<file path="src/rtl/prog_ctr_unit.sv">
// ---------------------------------------------------------------------------
// prog_ctr_unit
//
// Fetch-stage program counter.
//
// The program counter drives a registered instruction memory that has a
// one-cycle read latency. fetch_valid is registered in step with that memory,
// so it qualifies the instruction word that the memory presents in the same
// cycle. That word is the one addressed by prog_ctr in the previous cycle.
// Decode uses fetch_valid to discard wrong-path words after a redirect.
//
// Parameters
//   PROG_CTR_WID  program counter width (address space 2^PROG_CTR_WID words)
//   RESET_VEC     prog_ctr value after reset and after a stack underflow
//   STACK_DEPTH   return-address stack entries (power of 2, at least 2)
//
// Ports
//   clk           in   rising-edge clock
//   reset         in   asynchronous, active-high reset
//   stall         in   hold prog_ctr and re-read the same address
//   branch_taken  in   redirect to branch_addr
//   call          in   redirect to branch_addr and push link_addr
//   ret           in   redirect to the popped return address
//   branch_addr   in   target for branch_taken and call
//   link_addr     in   return address pushed on call
//   halt          in   stop fetching until reset
//   prog_ctr      out  address to instruction memory
//   fetch_valid   out  instruction memory output this cycle is valid
//   halted        out  sticky halt status
//   stack_err     out  sticky stack overflow/underflow flag
//
// Configuration macro
//   CALL_STACK_EN  When defined, the unit contains a circular return-address
//                  stack. When undefined, call acts exactly like
//                  branch_taken, ret is ignored, and stack_err is tied low.
// ---------------------------------------------------------------------------
module prog_ctr_unit #(
  parameter int PROG_CTR_WID = 10,
  parameter int RESET_VEC    = 0,
  parameter int STACK_DEPTH  = 4
) (
  input  logic                    clk,
  input  logic                    reset,
  input  logic                    stall,
  input  logic                    branch_taken,
  input  logic                    call,
  input  logic                    ret,
  input  logic [PROG_CTR_WID-1:0] branch_addr,
  input  logic [PROG_CTR_WID-1:0] link_addr,
  input  logic                    halt,
  output logic [PROG_CTR_WID-1:0] prog_ctr,
  output logic                    fetch_valid,
  output logic                    halted,
  output logic                    stack_err
);

  localparam logic [PROG_CTR_WID-1:0] RESET_PC = RESET_VEC[PROG_CTR_WID-1:0];

  // The single action chosen on this edge, after priority resolution.
  typedef enum logic [2:0] {
    ACT_HALT,
    ACT_POP,
    ACT_CALL,
    ACT_BRANCH,
    ACT_STALL,
    ACT_INC
  } action_e;

  action_e                 action;
  logic [PROG_CTR_WID-1:0] pop_addr;
  logic [PROG_CTR_WID-1:0] pc_next;
  logic                    fv_next;

  // Priority resolution. Lower-priority requests in the same cycle are
  // dropped. Redirects outrank stall. Once halted, nothing else is considered.
  always_comb begin
    action = ACT_INC;
    if (halted || halt) begin
      action = ACT_HALT;
    end
`ifdef CALL_STACK_EN
    else if (ret) begin
      action = ACT_POP;
    end
`endif
    else if (call) begin
      action = ACT_CALL;
    end else if (branch_taken) begin
      action = ACT_BRANCH;
    end else if (stall) begin
      action = ACT_STALL;
    end
  end

  // Next address and next fetch_valid.
  //   Halt or redirect: fetch_valid goes low. This squashes the word
  //   currently in flight through the memory, which is on the wrong path.
  //   Stall: fetch_valid keeps its value, because the same word is re-read.
  //   Increment: the word now leaving the memory is on the correct path.
  always_comb begin
    pc_next = prog_ctr;
    fv_next = 1'b0;
    case (action)
      ACT_HALT: begin
        pc_next = prog_ctr;
        fv_next = 1'b0;
      end
      ACT_POP: begin
        pc_next = pop_addr;
        fv_next = 1'b0;
      end
      ACT_CALL, ACT_BRANCH: begin
        pc_next = branch_addr;
        fv_next = 1'b0;
      end
      ACT_STALL: begin
        pc_next = prog_ctr;
        fv_next = fetch_valid;
      end
      ACT_INC: begin
        // Increment wraps modulo 2^PROG_CTR_WID through natural overflow.
        pc_next = prog_ctr + PROG_CTR_WID'(1);
        fv_next = 1'b1;
      end
      default: begin
        pc_next = prog_ctr;
        fv_next = 1'b0;
      end
    endcase
  end

  always_ff @(posedge clk or posedge reset) begin
    if (reset) begin
      prog_ctr    <= RESET_PC;
      fetch_valid <= 1'b0;
      halted      <= 1'b0;
    end else begin
      prog_ctr    <= pc_next;
      fetch_valid <= fv_next;
      if (action == ACT_HALT) begin
        halted <= 1'b1;
      end
    end
  end

`ifdef CALL_STACK_EN
  localparam int PTR_WID = (STACK_DEPTH > 1) ? $clog2(STACK_DEPTH) : 1;
  localparam logic [PTR_WID:0]   FULL_CNT = (PTR_WID + 1)'(STACK_DEPTH);
  localparam logic [PTR_WID:0]   CNT_ONE  = (PTR_WID + 1)'(1);
  localparam logic [PTR_WID-1:0] PTR_ONE  = PTR_WID'(1);

  logic [PROG_CTR_WID-1:0] stack_mem [STACK_DEPTH];
  logic [PTR_WID-1:0]      wr_ptr;
  logic [PTR_WID-1:0]      top_ptr;
  logic [PTR_WID:0]        stack_cnt;
  logic                    stack_empty;
  logic                    stack_full;
  logic                    stack_err_q;

  // wr_ptr always points at the next free slot. The top of stack is the slot
  // just below it. The stack is circular, so a push onto a full stack
  // overwrites the oldest entry. The count saturates at the depth, which
  // means that after an overflow only the newest STACK_DEPTH entries can be
  // popped.
  assign top_ptr     = wr_ptr - PTR_ONE;
  assign stack_empty = (stack_cnt == '0);
  assign stack_full  = (stack_cnt == FULL_CNT);
  assign pop_addr    = stack_empty ? RESET_PC : stack_mem[top_ptr];

  always_ff @(posedge clk or posedge reset) begin
    if (reset) begin
      for (int i = 0; i < STACK_DEPTH; i++) begin
        stack_mem[i] <= '0;
      end
      wr_ptr      <= '0;
      stack_cnt   <= '0;
      stack_err_q <= 1'b0;
    end else if (action == ACT_CALL) begin
      stack_mem[wr_ptr] <= link_addr;
      wr_ptr            <= wr_ptr + PTR_ONE;
      if (stack_full) begin
        stack_err_q <= 1'b1;
      end else begin
        stack_cnt <= stack_cnt + CNT_ONE;
      end
    end else if (action == ACT_POP) begin
      if (stack_empty) begin
        stack_err_q <= 1'b1;
      end else begin
        wr_ptr    <= top_ptr;
        stack_cnt <= stack_cnt - CNT_ONE;
      end
    end
  end

  assign stack_err = stack_err_q;
`else
  // No stack. ret never produces ACT_POP, so pop_addr is never selected.
  assign pop_addr  = RESET_PC;
  assign stack_err = 1'b0;

  logic unused_stack_inputs;
  assign unused_stack_inputs = ^{ret, link_addr, STACK_DEPTH[0]};
`endif

endmodule

</file>
<file path="config.mk">
export PLATFORM = sky130hd
export DESIGN_NAME = prog_ctr_unit
export DESIGN_NICKNAME = d
export VERILOG_FILES = /design/src/rtl/prog_ctr_unit.sv
export SDC_FILE = /design/constraint.sdc
export NUM_CORES = 1
export LEC_CHECK = 0
export CAP_MARGIN = 20
export CORE_MARGIN = 4
export CORE_UTILIZATION = 40
export DETAILED_ROUTE_END_ITERATION = 8
export HOLD_SLACK_MARGIN = 0.1
export PLACE_DENSITY = 0.83
export RECOVER_POWER = 50
export SLEW_MARGIN = 20
export SYNTH_ARGS = -nofsm -noshare
export SYNTH_HDL_FRONTEND = slang
export SYNTH_SLANG_ARGS = --single-unit
</file>
<file path="constraint.sdc">
create_clock -name clk -period 2.6 [get_ports clk]
set_clock_uncertainty 0.1 [all_clocks]
set_input_delay 0.52 -clock clk [delete_from_list [all_inputs] [get_ports clk]]
set_output_delay 0.52 -clock clk [all_outputs]
set_load 0.05 [all_outputs]
</file>
==> results.yml <==
run_status:
  status: "finished clean"
floorplanning:
  core_area_um2: 1590
  initial_core_util_pct: 44.7
  die_width_um: 50.2
  dieArea_um2: 2520
  die_h_um: 50.2
  ios: 40
  fp-row-count: 14
synth:
  synth_top_area_share_pct: 42.1
  synth.avg_cell_area_um2: 9.03
  async_reset_ff_share_pct: 100
  ys_seq_area_share_pct: 42.1
  syn_area_um2: 713
  ys.flop_type: "dfrtp_1"
  synthCells: 79
  synth-seq-cells: 12
  synth_edf_count: 0
  ys_top_cells_by_count: "12 x dfrtp_1, 6 x a21oi_1, 6 x inv_1, 5 x nor2_1"
  yosysMostFrequentCell: "dfrtp_1"
  synth.distinct_cells: 32
  synth_nets: 107
  yosysWarnings: 0
  yosys.area.top_type: "dfrtp_1"
  synth.top_cells.by_area: "dfrtp_1 42%, a21oi_1 4.2%, a2bb2oi_1 3.7%, o22ai_1 3.5%, a22oi_1 3.2%"
worst_setup_path:
  worstPathRequired_ps: 2660
  cp_max_fo: 14
  arrival_ps: 2300
  path_class: "in -> reg"
  endpoint_kind: "flip-flop"
  cp-start-kind: "input pin"
clock_tree:
  post_cts_buffers: 0
  cts.clk_slew.worst_paths_ps: 80
  clock_latency_ps: 270
  cts_tree: "done"
  htree_num_levels: 1
  clock_sinks: 12
  holdBufCountCts: 0
  clockBufferDepth: 2
  clockRootBuffer: "clkbuf_4"
  cts_resized: 0
  cts_made_buffers: 3
power_and_ir_drop:
  ir_drop_mv: 0.449
  power.total_w: 0.000581
  power_switching_share_pct: 36.3
  internal_power_w: 0.000370
  seqPwrFrac_pct: 40.1
  pwr-share-comb_pct: 34.0
  switchingPower_w: 0.000211
  leakagePower_nw: 0.414
  power_density_nw_per_um2: 566
  p_clk_share_pct: 25.9
placement:
  placed_cells: 127
  dp_hpwl_mm: 1.29
  port_buffers: 27
  gp_congestion: 0.774
timing:
  finalCriticalPeriod_ps: 2240
  setup_viol: 0
  post-route-period-util_pct: 86.1
  rsz0062_at_grt: "no"
  finalHoldViolCount: 0
  fin_hold_ws_ps: 442
  worstMarginPinSlew_ps: 666
  fmax_ghz: 0.447
  setup_tns_ps: 0
  final_max_slew_viol_count: 0
  relSlewSlack_pct: 55.5
cells_and_area:
  instances_no_fill: 131
  area.growth.synth_to_final_pct: 43.9
  fin_nets: 136
  nFillCells: 133
  drive_above_1_share_pct: 8.41
  antenna_cells: 0
route:
  ant_nets: 0
  wl_met2_um: 919
  drt_iter0_drc: 16
  top_layer_used: "met4"
  dr.pass1.iters: 4
  routed_wl_mm: 1.86
  detail_route.vias_per_cell: 5.52
  post-route-drc-count: 0
  wl_met1_um: 846
  wl_met3_um: 83
  route.vias.total: 723
  wl_per_cell_um: 14.2
grt:
  grt_pass1_vias: 664
  track_usage_pct: 15.4
  antenna_found_initial: 0
  grt_overflow: 0
  grt_max_degree: 20
  grt_pass1_wl_mm: 2.97
worst_hold_path:
  min_path_type: "reg -> reg"
job:
  cap_viol_max_count: 0
==> critical path, stage by stage <==
cell             delay (ps)
clkdlybuf4s50_1         400
nor2_1                  530
inv_1                   380
nor3_1                  250
a41oi_1                  60
o31a_1                  150
==> final cells by class <==
cell class | count | area [um2] | area share [%]
Multi-Input combinational cell | 57 | 359 | 35.0
Sequential cell | 12 | 300 | 29.3
Timing Repair Buffer | 28 | 278 | 27.1
Clock buffer | 4 | 36.3 | 3.54
Tap cell | 24 | 30.0 | 2.93
Inverter | 6 | 22.5 | 2.20
==> power groups by stage <==
stage | sequential (W) | clock [W] | combinational [W]
5_1_grt | 0.000237 | 0.000165 | 0.000209
3_3_place_gp | 0.000233 | 0 | 0.000196
6_report | 0.000233 | 0.000151 | 0.000198
2_1_floorplan | 0.000299 | 0 | 0.0000562
4_1_cts | 0.000232 | 0.000156 | 0.000200
3_5_place_dp | 0.000235 | 0 | 0.000198
==> logic make-up (layout without fill, tap and decap cells) <==
family | after synthesis | count (layout) | share of synthesized area (%)
flops | 12 | 12 | 42.1
simple gates | 28 | 28 | 23.5
other cells | 1 | 1 | 0.526
fa+ha+maj | 1 | 1 | 1.75
buf+inv | 10 | 38 | 6.49
compound gates | 27 | 27 | 25.6
==> final timing paths <==
kind	from	end	slack, ps	cells past startpoint
worst max-delay path	halt	prog_ctr[7]$_DFFE_PP0P_	360	6
worst max register to register	halted$_DFFE_PP0N_	prog_ctr[7]$_DFFE_PP0P_	640	5
worst min-delay path	prog_ctr[7]$_DFFE_PP0P_	prog_ctr[7]$_DFFE_PP0P_	440	1
max in group asynchronous	reset	prog_ctr[4]$_DFFE_PP0P_	1490	2
min in group asynchronous	reset	prog_ctr[1]$_DFFE_PP0P_	590	2
worst min register to register	prog_ctr[7]$_DFFE_PP0P_	prog_ctr[7]$_DFFE_PP0P_	440	1
==> state kept, by name, indices dropped and copies added, names as in the netlist <==
name and flops:
fetch_valid 1, halted 1, prog_ctr 10
==> layer usage <==
layer  vias to the layer above  track usage [%]
met4                         0             5.53
met3                         2             3.55
li1                        350                -
met2                        20             25.9
met5                         -                0
met1                       351             19.3
==> cell usage in the layout (no fill, tap or decap), drive strengths merged <==
cell type,count
o21ai,3
a22oi,3
nand4b,1
nand2,4
o2bb2ai,1
nand4,1
o31a,1
ha,1
dlygate4sd3,1
and4,1
a21oi,6
nor3,4
a2bb2oi,3
or2,1
nor2b,2
a31oi,2
o22ai,4
clkbuf,4
conb,1
a41oi,1
buf,1
and3,1
clkdlybuf4s50,26
nor2,8
a31o,1
and4b,1
nand3,4
dfrtp,12
inv,6
o22a,1
o21a,1
==> per-stage QoR <==
stage          instance area (um2)  worst slack [ps]  utilization, %
2_1_floorplan                  713               876               -
3_5_place_dp                   997               475            62.6
5_1_grt                       1030               192            64.4
6_report                      1030               361            64.4
3_3_place_gp                   997               494            62.6
4_1_cts                       1030               410            64.8
Note: power is estimated with default switching activity, not from simulation.
